[config.mk]
export PLATFORM = sky130hd
export DESIGN_NAME = invtlb_walker
export DESIGN_NICKNAME = d
export VERILOG_FILES = /design/src/rtl/invtlb_walker_pkg.sv /design/src/rtl/invtlb_walker_match.sv /design/src/rtl/invtlb_walker.sv
export SDC_FILE = /design/constraint.sdc
export NUM_CORES = 1
export LEC_CHECK = 0
export BUFFER_PORTS_ARGS = -buffer_cell sky130_fd_sc_hd__buf_2
export CELL_PAD_IN_SITES_DETAIL_PLACEMENT = 2
export CELL_PAD_IN_SITES_GLOBAL_PLACEMENT = 2
export CORE_UTILIZATION = 24
export DETAILED_ROUTE_END_ITERATION = 12
export PLACE_DENSITY = 0.87
export SLEW_MARGIN = 20
export SYNTH_ARGS = -nofsm -noshare
export SYNTH_HDL_FRONTEND = slang
export SYNTH_SLANG_ARGS = --single-unit
[constraint.sdc]
create_clock -name clk -period 2.21 [get_ports clk]
set_input_delay 0.3315 -clock clk [delete_from_list [all_inputs] [get_ports clk]]
set_output_delay 0.3315 -clock clk [all_outputs]
set_load 0.01 [all_outputs]
[src/rtl/invtlb_walker_pkg.sv]
// Shared INVTLB definitions: op encodings, walker states, field widths and latched operand record.
package invtlb_walker_pkg;

  localparam int unsigned ASID_W = 10;
  localparam int unsigned VPPN_W = 19;
  localparam int unsigned OP_W   = 5;

  localparam logic [OP_W-1:0] INV_ALL0     = OP_W'(0);
  localparam logic [OP_W-1:0] INV_ALL1     = OP_W'(1);
  localparam logic [OP_W-1:0] INV_G        = OP_W'(2);
  localparam logic [OP_W-1:0] INV_NG       = OP_W'(3);
  localparam logic [OP_W-1:0] INV_ASID     = OP_W'(4);
  localparam logic [OP_W-1:0] INV_ASID_VA  = OP_W'(5);
  localparam logic [OP_W-1:0] INV_GASID_VA = OP_W'(6);

  typedef enum logic [1:0] {
    ST_IDLE = 2'd0,
    ST_WALK = 2'd1,
    ST_DONE = 2'd2
  } state_t;

  typedef struct packed {
    logic [OP_W-1:0]   op;
    logic [ASID_W-1:0] asid;
    logic [VPPN_W-1:0] vppn;
  } inv_req_t;

endpackage

[src/rtl/invtlb_walker_match.sv]
// Combinational INVTLB match of one TLB entry against an op/asid/vppn criterion.
module invtlb_walker_match
  import invtlb_walker_pkg::*;
(
  input  logic [OP_W-1:0]   op,
  input  logic [ASID_W-1:0] asid,
  input  logic [VPPN_W-1:0] vppn,
  input  logic              r_g,
  input  logic [ASID_W-1:0] r_asid,
  input  logic [VPPN_W-1:0] r_vppn,
  input  logic              r_ps4mb,
  output logic              match
);

  logic va_hit;
  logic asid_hit;

  always_comb begin
    // 4MB pages only compare the upper ten vppn bits
    va_hit   = r_ps4mb ? (r_vppn[VPPN_W-1:9] == vppn[VPPN_W-1:9]) : (r_vppn == vppn);
    asid_hit = (r_asid == asid);
    match    = 1'b0;
    case (op)
      INV_ALL0, INV_ALL1: match = 1'b1;
      INV_G:              match = r_g;
      INV_NG:             match = ~r_g;
      INV_ASID:           match = ~r_g & asid_hit;
      INV_ASID_VA:        match = ~r_g & asid_hit & va_hit;
      INV_GASID_VA:       match = (r_g | asid_hit) & va_hit;
      default:            match = 1'b0;
    endcase
  end

endmodule

[src/rtl/invtlb_walker.sv]
// INVTLB sequencer: walks every TLB entry once per op and clears E on matching entries.
module invtlb_walker
  import invtlb_walker_pkg::*;
#(
  parameter int unsigned TLBNUM = 16,
  parameter int unsigned IDX_W  = 4
) (
  input  logic              clk,
  input  logic              reset,
  input  logic              start_valid,
  output logic              start_ready,
  input  logic [4:0]        start_op,
  input  logic [9:0]        start_asid,
  input  logic [31:0]       start_va,
  input  logic              flush,
  output logic              busy,
  output logic              done,
  output logic              op_err,
  output logic [IDX_W-1:0]  r_index,
  input  logic              r_e,
  input  logic              r_g,
  input  logic [9:0]        r_asid,
  input  logic [18:0]       r_vppn,
  input  logic              r_ps4mb,
  output logic              inv_we,
  output logic [IDX_W-1:0]  inv_index
);

  localparam logic [IDX_W-1:0] LAST_IDX = IDX_W'(TLBNUM - 1);

  state_t           state, state_d;
  logic [IDX_W-1:0] cnt, cnt_d;
  inv_req_t         req, req_d;
  logic             err, err_d;
  logic             hit;
  logic             unused_va_low;

  assign unused_va_low = ^start_va[12:0];

  invtlb_walker_match u_match (
    .op      (req.op),
    .asid    (req.asid),
    .vppn    (req.vppn),
    .r_g     (r_g),
    .r_asid  (r_asid),
    .r_vppn  (r_vppn),
    .r_ps4mb (r_ps4mb),
    .match   (hit)
  );

  always_ff @(posedge clk) begin
    if (reset) begin
      state <= ST_IDLE;
      cnt   <= '0;
      req   <= '0;
      err   <= 1'b0;
    end else begin
      state <= state_d;
      cnt   <= cnt_d;
      req   <= req_d;
      err   <= err_d;
    end
  end

  always_comb begin
    state_d     = state;
    cnt_d       = cnt;
    req_d       = req;
    err_d       = err;
    start_ready = 1'b0;
    busy        = 1'b0;
    done        = 1'b0;
    op_err      = 1'b0;
    inv_we      = 1'b0;
    case (state)
      ST_IDLE: begin
        start_ready = 1'b1;
        cnt_d       = '0;
        if (start_valid) begin
          req_d.op   = start_op;
          req_d.asid = start_asid;
          req_d.vppn = start_va[31:13];
          err_d      = (start_op > INV_GASID_VA);
          state_d    = err_d ? ST_DONE : ST_WALK;
        end
      end
      ST_WALK: begin
        busy   = 1'b1;
        inv_we = r_e & hit;
        if (cnt == LAST_IDX) begin
          state_d = ST_DONE;
        end else begin
          cnt_d = cnt + IDX_W'(1);
        end
      end
      ST_DONE: begin
        busy    = 1'b1;
        done    = ~flush;
        op_err  = err & ~flush;
        cnt_d   = '0;
        state_d = ST_IDLE;
      end
      default: begin
        state_d = ST_IDLE;
        cnt_d   = '0;
      end
    endcase
    // a flush cancels the op but lets this cycle's invalidate land
    if (flush) begin
      state_d = ST_IDLE;
      cnt_d   = '0;
    end
  end

  assign r_index   = cnt;
  assign inv_index = cnt;

endmodule

After elaboration in Yosys (flattened, before gate mapping):

Index checks and enable logic that the tools add are counted.

* flip-flop bits (word level): 41
* input bits: 83
* output and inout port bits: 13
* word-level logic and storage cells: 50

* add/subtract/negate cells: 1
* order comparisons: 1
* eq/ne operators: 14
* mux-type cells: 11
* bitwise operators: 9
* reduce and logical (&&, ||, !) cells: 8

Operators by type and width (number)
* 10-bit equality test: 2
* 19-bit equality test: 1
* 5-bit by 3-bit equality test with 1-bit output, second input constant: 3
* 5-bit by 2-bit equality test with 1-bit output, second input constant: 2
* 1-bit 2-to-1 mux: 6
* 2-bit 2-to-1 mux: 3
* 1-bit case mux with 6 select lines: 1
* 2-bit OR reduction: 3
* 1-bit bitwise AND: 5
* 5-bit by 1-bit equality test with 1-bit output, second input constant: 1
* 5-bit by 3-bit greater-than comparator with 1-bit output, second input constant: 1
* 5-bit logical NOT: 1
* 4-bit by 1-bit adder with 4-bit output, second input constant: 1
* 4-bit equality test, second input constant: 1
* 2-bit != test, second input constant: 2
* 2-bit case mux with 2 select lines: 1
* 2-bit AND reduction: 2
* 1-bit NOT: 3
* 3-bit OR reduction: 1
* 2-bit by 1-bit equality test with 1-bit output, second input constant: 1
* 2-bit equality test, second input constant: 1
* 2-bit logical NOT: 1
* 1-bit OR: 1

Depth between registers and ports, before layout:

* depth in word-level cells: 6
* gate-level depth with buffers: 7
* gate-level depth less buffers: 6

Modules after synthesis:

Synthesis repeated with hierarchy kept, for this count alone.

* cell total of the unflattened synthesis: 247
* area, all modules: 2031.9 µm²

Modules (own cells, without submodules)
* invtlb_walker: instances 1, cells each 198, area an instance 1621.6 µm², seq. area each 820.8 µm²
* invtlb_walker_match: instances 1, cells each 49, area an instance 410.4 µm², seq. area each 0.0 µm²

Least setup slack after synthesis:

OpenSTA, ideal clock, no wires.

* path kind: input to output
* start: input port r_vppn[18]
* end: output port inv_we
* arrival: 1669 ps
* path slack: 210 ps
* cell stages on the path: 5
* cells stage by stage: xor2_1 -> nor4_2 -> nand4_1 -> or4_1 -> o31ai_1

* word-level cells in the longest chain between the ends: 6

RTL lines
* from (decl): RTL line invtlb_walker.sv:23 `input logic [18:0] r_vppn,`
* 19-bit equality test or 10-bit equality test (tied branches): RTL line invtlb_walker_match.sv:20 `va_hit = r_ps4mb ? (r_vppn[VPPN_W-1:9] == vppn[VPPN_W-1:9]) : (r_vppn == vppn);`
* 1-bit 2-to-1 mux *: RTL line invtlb_walker_match.sv:20
* 1-bit bitwise AND (on tied branches): RTL line invtlb_walker_match.sv:29, invtlb_walker_match.sv:28
* 1-bit case mux with 6 select lines *: RTL line invtlb_walker_match.sv:23 `case (op)`
* 1-bit bitwise AND *: RTL line invtlb_walker.sv:89 `inv_we = r_e & hit;`
* 1-bit 2-to-1 mux *: RTL line invtlb_walker.sv:75 `case (state)`
* to (decl): RTL line invtlb_walker.sv:25 `output logic inv_we,`

Every way passes the cells marked *; elsewhere a longest branch is shown, timed or not.

Worst setup path in the final report:

* start: register req[27] (netlist bit)
* end: output port inv_we

* word-level cells in the longest chain between the ends: 6

RTL lines
* from (decl): RTL line invtlb_walker.sv:33 `inv_req_t req, req_d;`
* from (signal assigned): RTL line invtlb_walker.sv:60 `req <= req_d;`
* 10-bit equality test *: RTL line invtlb_walker_match.sv:21 `asid_hit = (r_asid == asid);`
* 1-bit OR or 1-bit bitwise AND (tied branches): RTL line invtlb_walker_match.sv:29, invtlb_walker_match.sv:27, invtlb_walker_match.sv:28
* 1-bit bitwise AND (on tied branches): RTL line invtlb_walker_match.sv:29, invtlb_walker_match.sv:28
* 1-bit case mux with 6 select lines *: RTL line invtlb_walker_match.sv:23
* 1-bit bitwise AND *: RTL line invtlb_walker.sv:89
* 1-bit 2-to-1 mux *: RTL line invtlb_walker.sv:75

Marks and branches as above.

==> run summary <==
status -> finished, violations left
failing checks -> setup timing
final worst path period need -> 2.41 ns
Slew Viols, Final -> 0
leakage power -> 0.00112 uW
Max-slew headroom -> 62.8%
CP Data Required Time -> 1.88 ns
Finished Layout Cells -> 428
max cap viols -> 0
Rows -> 32
initial core utilization -> 25.2%
hpwl dp -> 4900 um
Crit Path Class -> reg -> out
Post-DRT Antenna Nets -> 0
Synth Instances -> 246
period utilisation layout -> 109%
fmax -> 415 MHz
Worst Clk Skew -> 0.00678 ns
Avg WL per Cell -> 14.5 um
RSZ-0062 raised after global routing -> true
gr usage total -> 15.4%
GRT overflow -> 0
TritonCTS Sinks -> 41
Die Span X -> 92.5 um
worst hold path depth -> 3
worst r2r path cells -> 5
maximum fanout along the worst path -> 2
Hold WS -> 0.268 ns
DRC -> 0
CTS root buf -> clkbuf_8
Area Overhead vs Synth -> 32.4%
Die Area -> 8550 um2
post-synthesis register bit count -> 41
Core Area -> 7810 um2
met2 GRT Util -> 29.0%
worst-margin pin slew -> 0.554 ns
number of fill cells in the layout -> 958
Top-Level Pins -> 96
Distinct cells, synth -> 32
vias per inst -> 4.58
number of global-route vias before repair -> 2,170
Util after Layout -> 33.3%
worst-case vdd ir drop -> 250 uV
reg2reg start -> inv_index[0]
Hold EP -> req[14]
area occupied by multi-input gates -> 1110 um2
Synth Net Count -> 333
busiest grt layer -> met2
Crit. End Element -> primary output
Layout Nets -> 412
routing usage on met1 -> 17.2%
buffers added on ports -> 82
Pre-antenna DRT Iters -> 3
Antenna Cells -> 0
total power -> 1580 uW
crit path DAT -> 2.08 ns
worst reg2reg path endpoint -> state[1]
largest net degree at the start of global routing -> 32
pwr dens -> 607 nW/um2
H-tree levels -> 2
CTS Buffer Depth -> 2
R2R setup slack -> 0.59 ns
Die H -> 92.5 um
GP Congestion -> 0.731
first-pass GRT wire length -> 10,300 um
Final Hold Fails -> 0
Vias -> 1,960
Hold Buf Count CTS -> 0
Worst-Skew Late Latency -> 0.29 ns
Syn Area/Cell -> 7.99 um2
Worst-path clk slew -> 0.09 ns
GR met3 Demand/Resource -> 3.20%
CTS buffer count -> 5
Post-Synthesis Cell Area -> 1960 um2
CTS tree -> done
crit start category -> flip-flop
Total Routed Length -> 6210 um
worst hold path startpoint -> start_va[27]
initial antenna violation count -> 0
starting DRC count in detailed routing -> 50
Final WS setup -> -0.200 ns
setup violators final -> 1
dpl cells -> 420
sequential cell area -> 823 um2
share of cells above drive strength 1 -> 32.2%
Seq/Total Area, Yosys -> 41.8%
Synth warnings -> 0
worst hold-check path type -> in -> reg
## per-layer routing
layer | vias to the layer above | wire [um]
met1 | 934 | 2510
met5 | - | 0
met3 | 8 | 233
met4 | 0 | 114
met2 | 47 | 3350
li1 | 971 | -
## registers in the layout (all words and copies together), names as in the netlist
name       cells
err            1
req           34
state          2
inv_index      4
## cells in the final DEF (no fill, tap or decap), types with 2 or more instances in the layout
cell type,synthesis,routed
a211oi_1,2,2
a21oi_1,37,37
a31oi_1,2,2
and2_1,2,2
buf_2,0,82
buf_4,4,5
clkbuf_8,0,5
clkinv_2,0,2
dfxtp_1,41,39
dfxtp_2,0,2
ha_1,4,4
inv_1,3,3
nand2_1,73,73
nand3_1,3,3
nand4_1,5,5
nor2_1,9,9
nor3_1,3,2
nor4_2,1,2
or4_4,0,2
xnor2_1,18,18
xor2_1,12,12
## worst max-delay path by stage
| stage | startpoint | end | depth (start not counted) | slack (ns) |
|---|---|---|---|---|
| finish | req[27] | inv_we | 6 | -0.20 |
| global route | req[18] | inv_we | 6 | -0.28 |
| CTS | req[17] | inv_we | 6 | -0.26 |
| detailed placement | r_vppn[18] | inv_we | 7 | -0.20 |
| global placement | r_vppn[18] | inv_we | 7 | -0.18 |
| floorplan | r_vppn[18] | inv_we | 5 | 0.21 |
## per-stage QoR
stage                     area [um2]  setup TNS, ns  worst slack, ns
after floorplan                 1960              0            0.210
after global placement          2470         -0.177           -0.177
after detailed placement        2470         -0.203           -0.203
after CTS                       2570         -0.265           -0.265
after global routing            2600         -0.277           -0.277
final                           2600         -0.200           -0.200
## cell families (layout without fill, tap and decap cells)
logic type | Yosys count | in the layout | share of synthesized area, %
adder cells (fa/ha/maj) | 4 | 4 | 2.55
AND/OR/NAND/NOR | 104 | 104 | 22.9
multiplexers | 1 | 1 | 0.510
AO/OA/AOI/OAI | 47 | 47 | 13.2
XOR/XNOR | 31 | 31 | 14.8
buffers and inverters | 18 | 98 | 4.20
flip-flops | 41 | 41 | 41.8
## synth_stat cells (all sizes together)
library cell	n	area (um2)
o2111ai	1	8.76
a32oi	1	8.76
a31oi	2	12.5
o21ai	1	5.00
clkbuf	8	30.0
xnor2	18	158
dfxtp	41	821
buf	7	41.3
and4b	1	10.0
a311oi	1	8.76
or4	2	15.0
ha	4	50.1
inv	3	11.3
nand4	5	31.3
nor2	10	40.0
mux2i	1	10.0
a21oi	37	185
nand2	73	274
o31ai	1	7.51
a211oi	2	15.0
nor3	3	15.0
nand3	3	15.0
or2	1	6.26
xor2	13	133
nor2b	1	6.26
a2111oi	1	8.76
nor4	3	25.0
and2	2	12.5
## area by class of cell
class | count | area share [%]
clock buffers | 6 | 2.79
clock inverters | 2 | 0.385
inverters | 3 | 0.433
multi-input cells | 187 | 42.6
flip-flops and latches | 41 | 31.6
well taps | 102 | 4.91
repair buffers | 87 | 17.2
## worst max-delay path, stage by stage, from the launching register on
cell and delay, ns:
dfxtp_1 0.33, xor2_1 0.19, or4_4 0.54, nor3_2 0.22
a21oi_1 0.10, o31ai_4 0.24, buf_2 0.16
## timing repair
action	CTS	global route
endpoints found under the setup margin	1	1
resized for setup	5	5
gates cloned	0	0
pin swaps	5	4
setup buffers	0	0
## power breakdown
| part | leakage [uW] | internal, uW | switching, uW |
|---|---|---|---|
| Sequential | 0.000337 | 781 | 31.5 |
| Combinational | 0.000741 | 127 | 152 |
| Clock | 0.0000450 | 219 | 268 |
(Power assumes the default switching activity.)
